$ cat src/rtl/controle_bobc_pkg.sv
// Shared encodings for the BOBC polynomial controller and datapath:
// FSM states, mux selects and ULA operation codes.
package bobc_pkg;

  localparam logic H_ADD = 1'b0;
  localparam logic H_MUL = 1'b1;

  // m0: operand mux
  localparam logic [1:0] SEL_ZERO = 2'b00;
  localparam logic [1:0] SEL_A    = 2'b01;
  localparam logic [1:0] SEL_B    = 2'b10;
  localparam logic [1:0] SEL_C    = 2'b11;

  // m1: ULA left input
  localparam logic [1:0] M1_OUTM0 = 2'b00;
  localparam logic [1:0] M1_X     = 2'b01;
  localparam logic [1:0] M1_S     = 2'b10;
  localparam logic [1:0] M1_H     = 2'b11;

  // m2: ULA right input
  localparam logic [1:0] M2_X     = 2'b00;
  localparam logic [1:0] M2_OUTM0 = 2'b01;
  localparam logic [1:0] M2_S     = 2'b10;
  localparam logic [1:0] M2_H     = 2'b11;

  // Legacy state codes kept so existing datapath debug taps still decode them.
  localparam logic [2:0] ST_IDLE   = 3'd0;
  localparam logic [2:0] ST_LOAD_X = 3'd1;
  localparam logic [2:0] ST_MUL_AX = 3'd2;
  localparam logic [2:0] ST_ADD_B  = 3'd3;
  localparam logic [2:0] ST_MUL_X  = 3'd4;
  localparam logic [2:0] ST_ADD_C  = 3'd5;
  localparam logic [2:0] ST_DONE   = 3'd6;

  typedef enum logic [2:0] {
    IDLE   = ST_IDLE,
    LOAD_X = ST_LOAD_X,
    MUL_AX = ST_MUL_AX,
    ADD_B  = ST_ADD_B,
    MUL_X  = ST_MUL_X,
    ADD_C  = ST_ADD_C,
    DONE   = ST_DONE
  } state_t;

  typedef struct packed {
    logic       lx;
    logic [1:0] m0;
    logic [1:0] m1;
    logic [1:0] m2;
    logic       h;
    logic       ls;
    logic       lh;
    logic       done;
    logic       busy;
  } ctrl_t;

endpackage

$ cat src/rtl/controle_bobc_if.sv
// Control bus between controle_bobc and the BOBC datapath / requester.
// master: the controller side; slave: the datapath and start requester.
interface controle_bobc_if;

  logic       start;
  logic       lx;
  logic [1:0] m0;
  logic [1:0] m1;
  logic [1:0] m2;
  logic       h;
  logic       ls;
  logic       lh;
  logic       done;
  logic       busy;

  modport master (
    input  start,
    output lx, m0, m1, m2, h, ls, lh, done, busy
  );

  modport slave (
    output start,
    input  lx, m0, m1, m2, h, ls, lh, done, busy
  );

endinterface

$ cat src/rtl/controle_bobc.sv
// Moore controller sequencing the BOBC datapath through ((A*X)+B)*X + C;
// all controls decode from the registered state.
module controle_bobc
  import bobc_pkg::*;
(
  input  logic              ck,
  input  logic              rst,
  controle_bobc_if.master   bus
);

  state_t state_q;
  state_t state_d;
  ctrl_t  ctl;

  always_ff @(posedge ck) begin
    if (rst) state_q <= IDLE;
    else     state_q <= state_d;
  end

  always_comb begin
    state_d = IDLE;
    case (state_q)
      IDLE:    state_d = bus.start ? LOAD_X : IDLE;
      LOAD_X:  state_d = MUL_AX;
      MUL_AX:  state_d = ADD_B;
      ADD_B:   state_d = MUL_X;
      MUL_X:   state_d = ADD_C;
      ADD_C:   state_d = DONE;
      DONE:    state_d = bus.start ? DONE : IDLE;
      default: state_d = IDLE;
    endcase
  end

  always_comb begin
    ctl    = '0;
    ctl.m0 = SEL_ZERO;
    ctl.m1 = M1_OUTM0;
    ctl.m2 = M2_X;
    ctl.h  = H_ADD;
    case (state_q)
      LOAD_X: begin
        ctl.lx   = 1'b1;
        ctl.busy = 1'b1;
      end
      MUL_AX: begin
        ctl.m0   = SEL_A;
        ctl.m1   = M1_OUTM0;
        ctl.m2   = M2_X;
        ctl.h    = H_MUL;
        ctl.lh   = 1'b1;
        ctl.busy = 1'b1;
      end
      ADD_B: begin
        ctl.m0   = SEL_B;
        ctl.m1   = M1_H;
        ctl.m2   = M2_OUTM0;
        ctl.h    = H_ADD;
        ctl.lh   = 1'b1;
        ctl.busy = 1'b1;
      end
      MUL_X: begin
        ctl.m1   = M1_H;
        ctl.m2   = M2_X;
        ctl.h    = H_MUL;
        ctl.lh   = 1'b1;
        ctl.busy = 1'b1;
      end
      ADD_C: begin
        ctl.m0   = SEL_C;
        ctl.m1   = M1_H;
        ctl.m2   = M2_OUTM0;
        ctl.h    = H_ADD;
        ctl.ls   = 1'b1;
        ctl.busy = 1'b1;
      end
      // Resultado shows Reg_S + 0 while the result is held.
      DONE: begin
        ctl.m0   = SEL_ZERO;
        ctl.m1   = M1_S;
        ctl.m2   = M2_OUTM0;
        ctl.h    = H_ADD;
        ctl.done = 1'b1;
      end
      default: ;
    endcase
  end

  assign bus.lx   = ctl.lx;
  assign bus.m0   = ctl.m0;
  assign bus.m1   = ctl.m1;
  assign bus.m2   = ctl.m2;
  assign bus.h    = ctl.h;
  assign bus.ls   = ctl.ls;
  assign bus.lh   = ctl.lh;
  assign bus.done = ctl.done;
  assign bus.busy = ctl.busy;

endmodule

$ cat src/flat_wrapper.sv
// flat-port wrapper written by rule: the top's interface ports become plain ports
module controle_bobc_flat import bobc_pkg::*;
  (ck, rst, bus_start, bus_lx, bus_m0, bus_m1, bus_m2, bus_h, bus_ls, bus_lh, bus_done, bus_busy);
  controle_bobc_if bus_i ();
  input  logic ck;
  input  logic rst;
  input wire logic [$bits(bus_i.start)-1:0] bus_start;
  output wire logic [$bits(bus_i.lx)-1:0] bus_lx;
  output wire logic [$bits(bus_i.m0)-1:0] bus_m0;
  output wire logic [$bits(bus_i.m1)-1:0] bus_m1;
  output wire logic [$bits(bus_i.m2)-1:0] bus_m2;
  output wire logic [$bits(bus_i.h)-1:0] bus_h;
  output wire logic [$bits(bus_i.ls)-1:0] bus_ls;
  output wire logic [$bits(bus_i.lh)-1:0] bus_lh;
  output wire logic [$bits(bus_i.done)-1:0] bus_done;
  output wire logic [$bits(bus_i.busy)-1:0] bus_busy;
  assign bus_i.start = bus_start;
  assign bus_lx = bus_i.lx;
  assign bus_m0 = bus_i.m0;
  assign bus_m1 = bus_i.m1;
  assign bus_m2 = bus_i.m2;
  assign bus_h = bus_i.h;
  assign bus_ls = bus_i.ls;
  assign bus_lh = bus_i.lh;
  assign bus_done = bus_i.done;
  assign bus_busy = bus_i.busy;
  controle_bobc u_core (.ck(ck), .rst(rst), .bus(bus_i));
endmodule
$ cat config.mk
export PLATFORM = sky130hd
export DESIGN_NAME = controle_bobc_flat
export DESIGN_NICKNAME = d
export VERILOG_FILES = /design/src/rtl/controle_bobc_pkg.sv /design/src/rtl/controle_bobc_if.sv /design/src/rtl/controle_bobc.sv /design/src/flat_wrapper.sv
export SDC_FILE = /design/constraint.sdc
export NUM_CORES = 1
export LEC_CHECK = 0
export BUFFER_PORTS_ARGS = -buffer_cell sky130_fd_sc_hd__buf_2
export CAP_MARGIN = 20
export CORE_AREA = 5 5 42 44
export DETAILED_ROUTE_END_ITERATION = 10
export DIE_AREA = 0 0 47 49
export MAX_ROUTING_LAYER = met4
export PLACE_DENSITY_LB_ADDON = 0.25
export SYNTH_ARGS = -nofsm -noshare
export SYNTH_HDL_FRONTEND = slang
export SYNTH_SLANG_ARGS = --single-unit
$ cat constraint.sdc
create_clock -name ck -period 1.45 [get_ports ck]
set_input_delay 0 -clock ck [delete_from_list [all_inputs] [get_ports ck]]
set_output_delay 0 -clock ck [all_outputs]
set_load 0.03 [all_outputs]
# == Yosys cells after proc, flatten, opt, wreduce, memory -nomap -nowiden ==
# Cells that the tools add are included.
# classes
eq_ne,6
mux,10
n_reduce_logical,4
# op_table
cell,n
case mux 3 bit (7 select lines),1
case mux 5 bit (4 select lines),1
"equality test 3 bit, second input constant",3
"equality test 3 x 2 -> 1 bit, second input constant",2
2-to-1 mux 1 bit,6
case mux 2 bit (3 select lines),1
OR reduction 5 bit,1
"equality test 3 x 1 -> 1 bit, second input constant",1
logical NOT 3 bit,1
2-to-1 mux 3 bit,1
OR reduction 3 bit,1
OR reduction 2 bit,1
# word_totals
regBits,3
inputBits,3
output_inout_bits,12
elab_cells,21

# == Longest topological paths before layout ==
# logic_depth
depth_word,3
ltp_mapped,4
mapped_depth_nobuf,3

# == Worst setup path before layout ==
# No wires, ideal clock.
# synth_path
path_type,register to output
start,reg u_core.state_q[2]
end,out bus_lx
arrival_time_ns,1.236
required_ns,1.450
setup_slack_ns,0.214
stages_incl_launch_ff,3
n_path_buf,1
path_cell_list,dfxtp_1 buf_2 nor3b_1
# synth_via
elab_chain_cells,2
# synth_lines
element,line_no,source
start: declaration,controle_bobc.sv:11,state_t state_q;
start signal: assignment,controle_bobc.sv:17,else state_q <= state_d;
equality test 3 x 1 -> 1 bit,controle_bobc.sv:40,case (state_q)
2-to-1 mux 1 bit,controle_bobc.sv:40,
end: declaration,flat_wrapper.sv:8,output wire logic [$bits(bus_i.lx)-1:0] bus_lx;
# No other way between the ends.

# == Worst setup path after layout ==
# layout_path
start,reg u_core.state_q[0]
end,out bus_m1[0]
# layout_via
elab_chain_cells,3
elab_cells_between_ends,7
classes_between,eq/ne: 5; mux: 1; reduce/logical: 1
# layout_lines
element,line_no,source
equality test 3 x 2 -> 1 bit / equality test 3 bit (equally long branches),controle_bobc.sv:40,
OR reduction 2 bit (no line),--,
case mux 5 bit (4 select lines) *,controle_bobc.sv:40,
end: declaration,flat_wrapper.sv:10,output wire logic [$bits(bus_i.m1)-1:0] bus_m1;
# Mark *: on every way between the ends. The rest lies on a longest branch, timed or not.

==> impl_metrics.py <==
metrics = {
    "timing": {
        "min_period_over_period_pct": 85.45,
        "skew_ps": 1.802,
        "setup_tns_ps": 0,
        "finalHoldViolCount": 0,
        "worst_slack_ps": 211.0,
        "holdWs_ps": 133.1,
        "max_freq_ghz": 0.8071,
        "finalWorstPathRequiredPeriod_ps": 1239,
        "setup_violations": 0,
        "grt_setup_unrepaired": "no",
        "slew_viol_final": 0,
    },
    "finish": {
        "seq_area_sq_um": 63.81,
        "fin_area_sq_um": 360.3,
        "final_util_pct": 25.71,
        "reg_top3": "u_core.state_q: 3 flops",
        "fillers": 163,
        "area_growth_pct": 35.21,
        "fin_cells": 68,
        "mostFrequentLayoutCell": "buf_2",
        "multi_input_area_sq_um": 171.4,
        "nets": 56,
        "final_cell_mix": "buf_2, nand2_1",
        "top_register": "u_core.state_q",
        "drive_gt1_share_pct": 42.31,
        "num_antenna_cells": 0,
        "largest_reg_flops": 3,
    },
    "clocking": {
        "clock_latency_ps": 230,
        "cts_tree": "built",
        "cts_buffers": 3,
        "clock_path_buffers": 2,
        "clk_pin_slew_ps": 40,
        "clockRootBuffer": "clkbuf_4",
        "cts_max_level": 1,
        "clock-sinks": 3,
    },
    "critical_path": {
        "cp_top_family": "flip-flops",
        "worstPathRequired_ps": 1450,
        "crit_buf_inv": 1,
        "path_class": "reg2out",
        "cp.arrival_ps": 1240,
        "cp_cell_sequence": "nand2_2 > or2_4 > nand2_1 > buf_2",
        "critPathMaxFanout": 12,
        "worst_path_max_delay_cell": "dfxtp_2",
        "critPathLaunchType": "flop",
        "max_stage_delay_ps": 430,
        "cp-end-kind": "primary output",
    },
    "placed_design": {
        "place_ws_ps": 317.5,
        "placed_cell_area_sq_um": 320.3,
        "port_buffers": 13,
        "dp_hpwl_um": 476.2,
        "placed_cells": 63,
        "gp_congestion": 0.7029,
    },
    "synthesis": {
        "seq_area_frac_synth_pct": 22.54,
        "synth_fp_nets": 41,
        "ys_types": 21,
        "synth-seq-cells": 3,
        "syn_inst": 38,
        "avgSynthCellArea_sq_um": 7.013,
        "synth-warning-count": 0,
        "syn_area_sq_um": 266.5,
    },
    "routing": {
        "ant_nets": 0,
        "drt_iter0_markers": 5,
        "drc": 0,
        "dr.pass1.iters": 4,
        "via_count": 287,
        "wire_per_inst_um": 9.118,
        "via_per_inst": 4.221,
        "routed_wl_um": 620,
    },
    "floorplanning": {
        "core_sq_mm": 0.001401,
        "start_util_pct": 19.02,
        "dieHeight_um": 49,
        "die_area_sq_mm": 0.002303,
        "io_pins": 15,
        "fp.dieW_um": 47,
        "placementRows": 14,
    },
    "global_routing": {
        "grt_overflow": 0,
        "grt_max_degree": 16,
        "grt_usage_pct": 6.705,
        "grt_antenna_before_repair": 0,
        "grt_pass1_wl_um": 1131,
        "grt_pass1_vias": 258,
    },
    "status": {
        "outcome": "finished, final reports clean",
    },
    "pwr": {
        "p_leak_nw": 0.1877,
        "irDropWorstVdd_mv": 0.3633,
        "total_power_mw": 0.3733,
        "power.density_mw_per_mm2": 1036,
    },
    "min_path": {
        "hold_class": "in2reg",
    },
    "run": {
        "cap_violations": 0,
    },
}
## final timing paths
path | startpoint | slack (ps) | depth (start not counted) | to
worst max-delay path | u_core.state_q[0] | 210 | 4 | bus_m1[0]
worst min-delay path | bus_start | 130 | 3 | u_core.state_q[0]
worst max register to register | u_core.state_q[0] | 500 | 3 | u_core.state_q[2]
worst min register to register | u_core.state_q[0] | 560 | 1 | u_core.state_q[0]
## per-layer routing
layer / track usage [%] / vias up / part of all wire (%)
met5: - / - / 0
met4: 4.147 / 0 / 0
met3: 2.583 / 0 / 7.1
met2: 8.145 / 8 / 44
met1: 8.972 / 123 / 49
li1: - / 156 / -
## report_power, final
| group | switching [mW] | internal [mW] | leakage, nW | total [mW] |
|---|---|---|---|---|
| sequential | 0.0190 | 0.0910 | 0.0258 | 0.110 |
| clock | 0.0393 | 0.103 | 0.0150 | 0.142 |
| combinational | 0.0805 | 0.0406 | 0.147 | 0.121 |
| total | 0.139 | 0.234 | 0.188 | 0.373 |
## worst register-to-register path: cells and delay by family, from the launching register on
kind             cells  cell delay, ps
AO/OA/AOI/OAI        1             120
AND/OR/NAND/NOR      2             330
flip-flops           1             430
## kinds of logic after synthesis
logic type,synth area share [%]
AND/OR/NAND/NOR,38.50
AO/OA/AOI/OAI,24.41
buffers and inverters,13.14
flip-flops,22.54
other,1.407
## cell type report
cell class                      count  share of cell area (%)
Sequential cell                     3                   17.71
Inverter                            1                   1.042
Timing Repair Buffer               14                   20.83
Multi-Input combinational cell     30                   47.57
Tap cell                           16                   5.556
Clock buffer                        4                   7.292
## timing repair
action                                 CTS  global route
buffers inserted                         0             0
gates resized for setup                  0             3
hold buffers                             1             0
setup endpoints to repair                0             6
endpoints found under the hold margin    3             0
## synthesized netlist by cell type, drive strengths merged
master / number / area share [%]
nor3b: 1 / 2.8
inv: 1 / 1.4
nand2b: 3 / 7.0
a2111oi: 1 / 3.8
buf: 4 / 12
a21boi: 1 / 2.8
nand2: 7 / 11
a21oi: 3 / 5.6
nor3: 2 / 3.8
and3: 1 / 2.3
nor2b: 3 / 7.0
dfxtp: 3 / 23
conb: 1 / 1.4
nor2: 1 / 1.4
o21bai: 1 / 2.8
a21bo: 1 / 3.8
o21ai: 3 / 5.6
or2: 1 / 3.3
(Power assumes the default switching activity.)
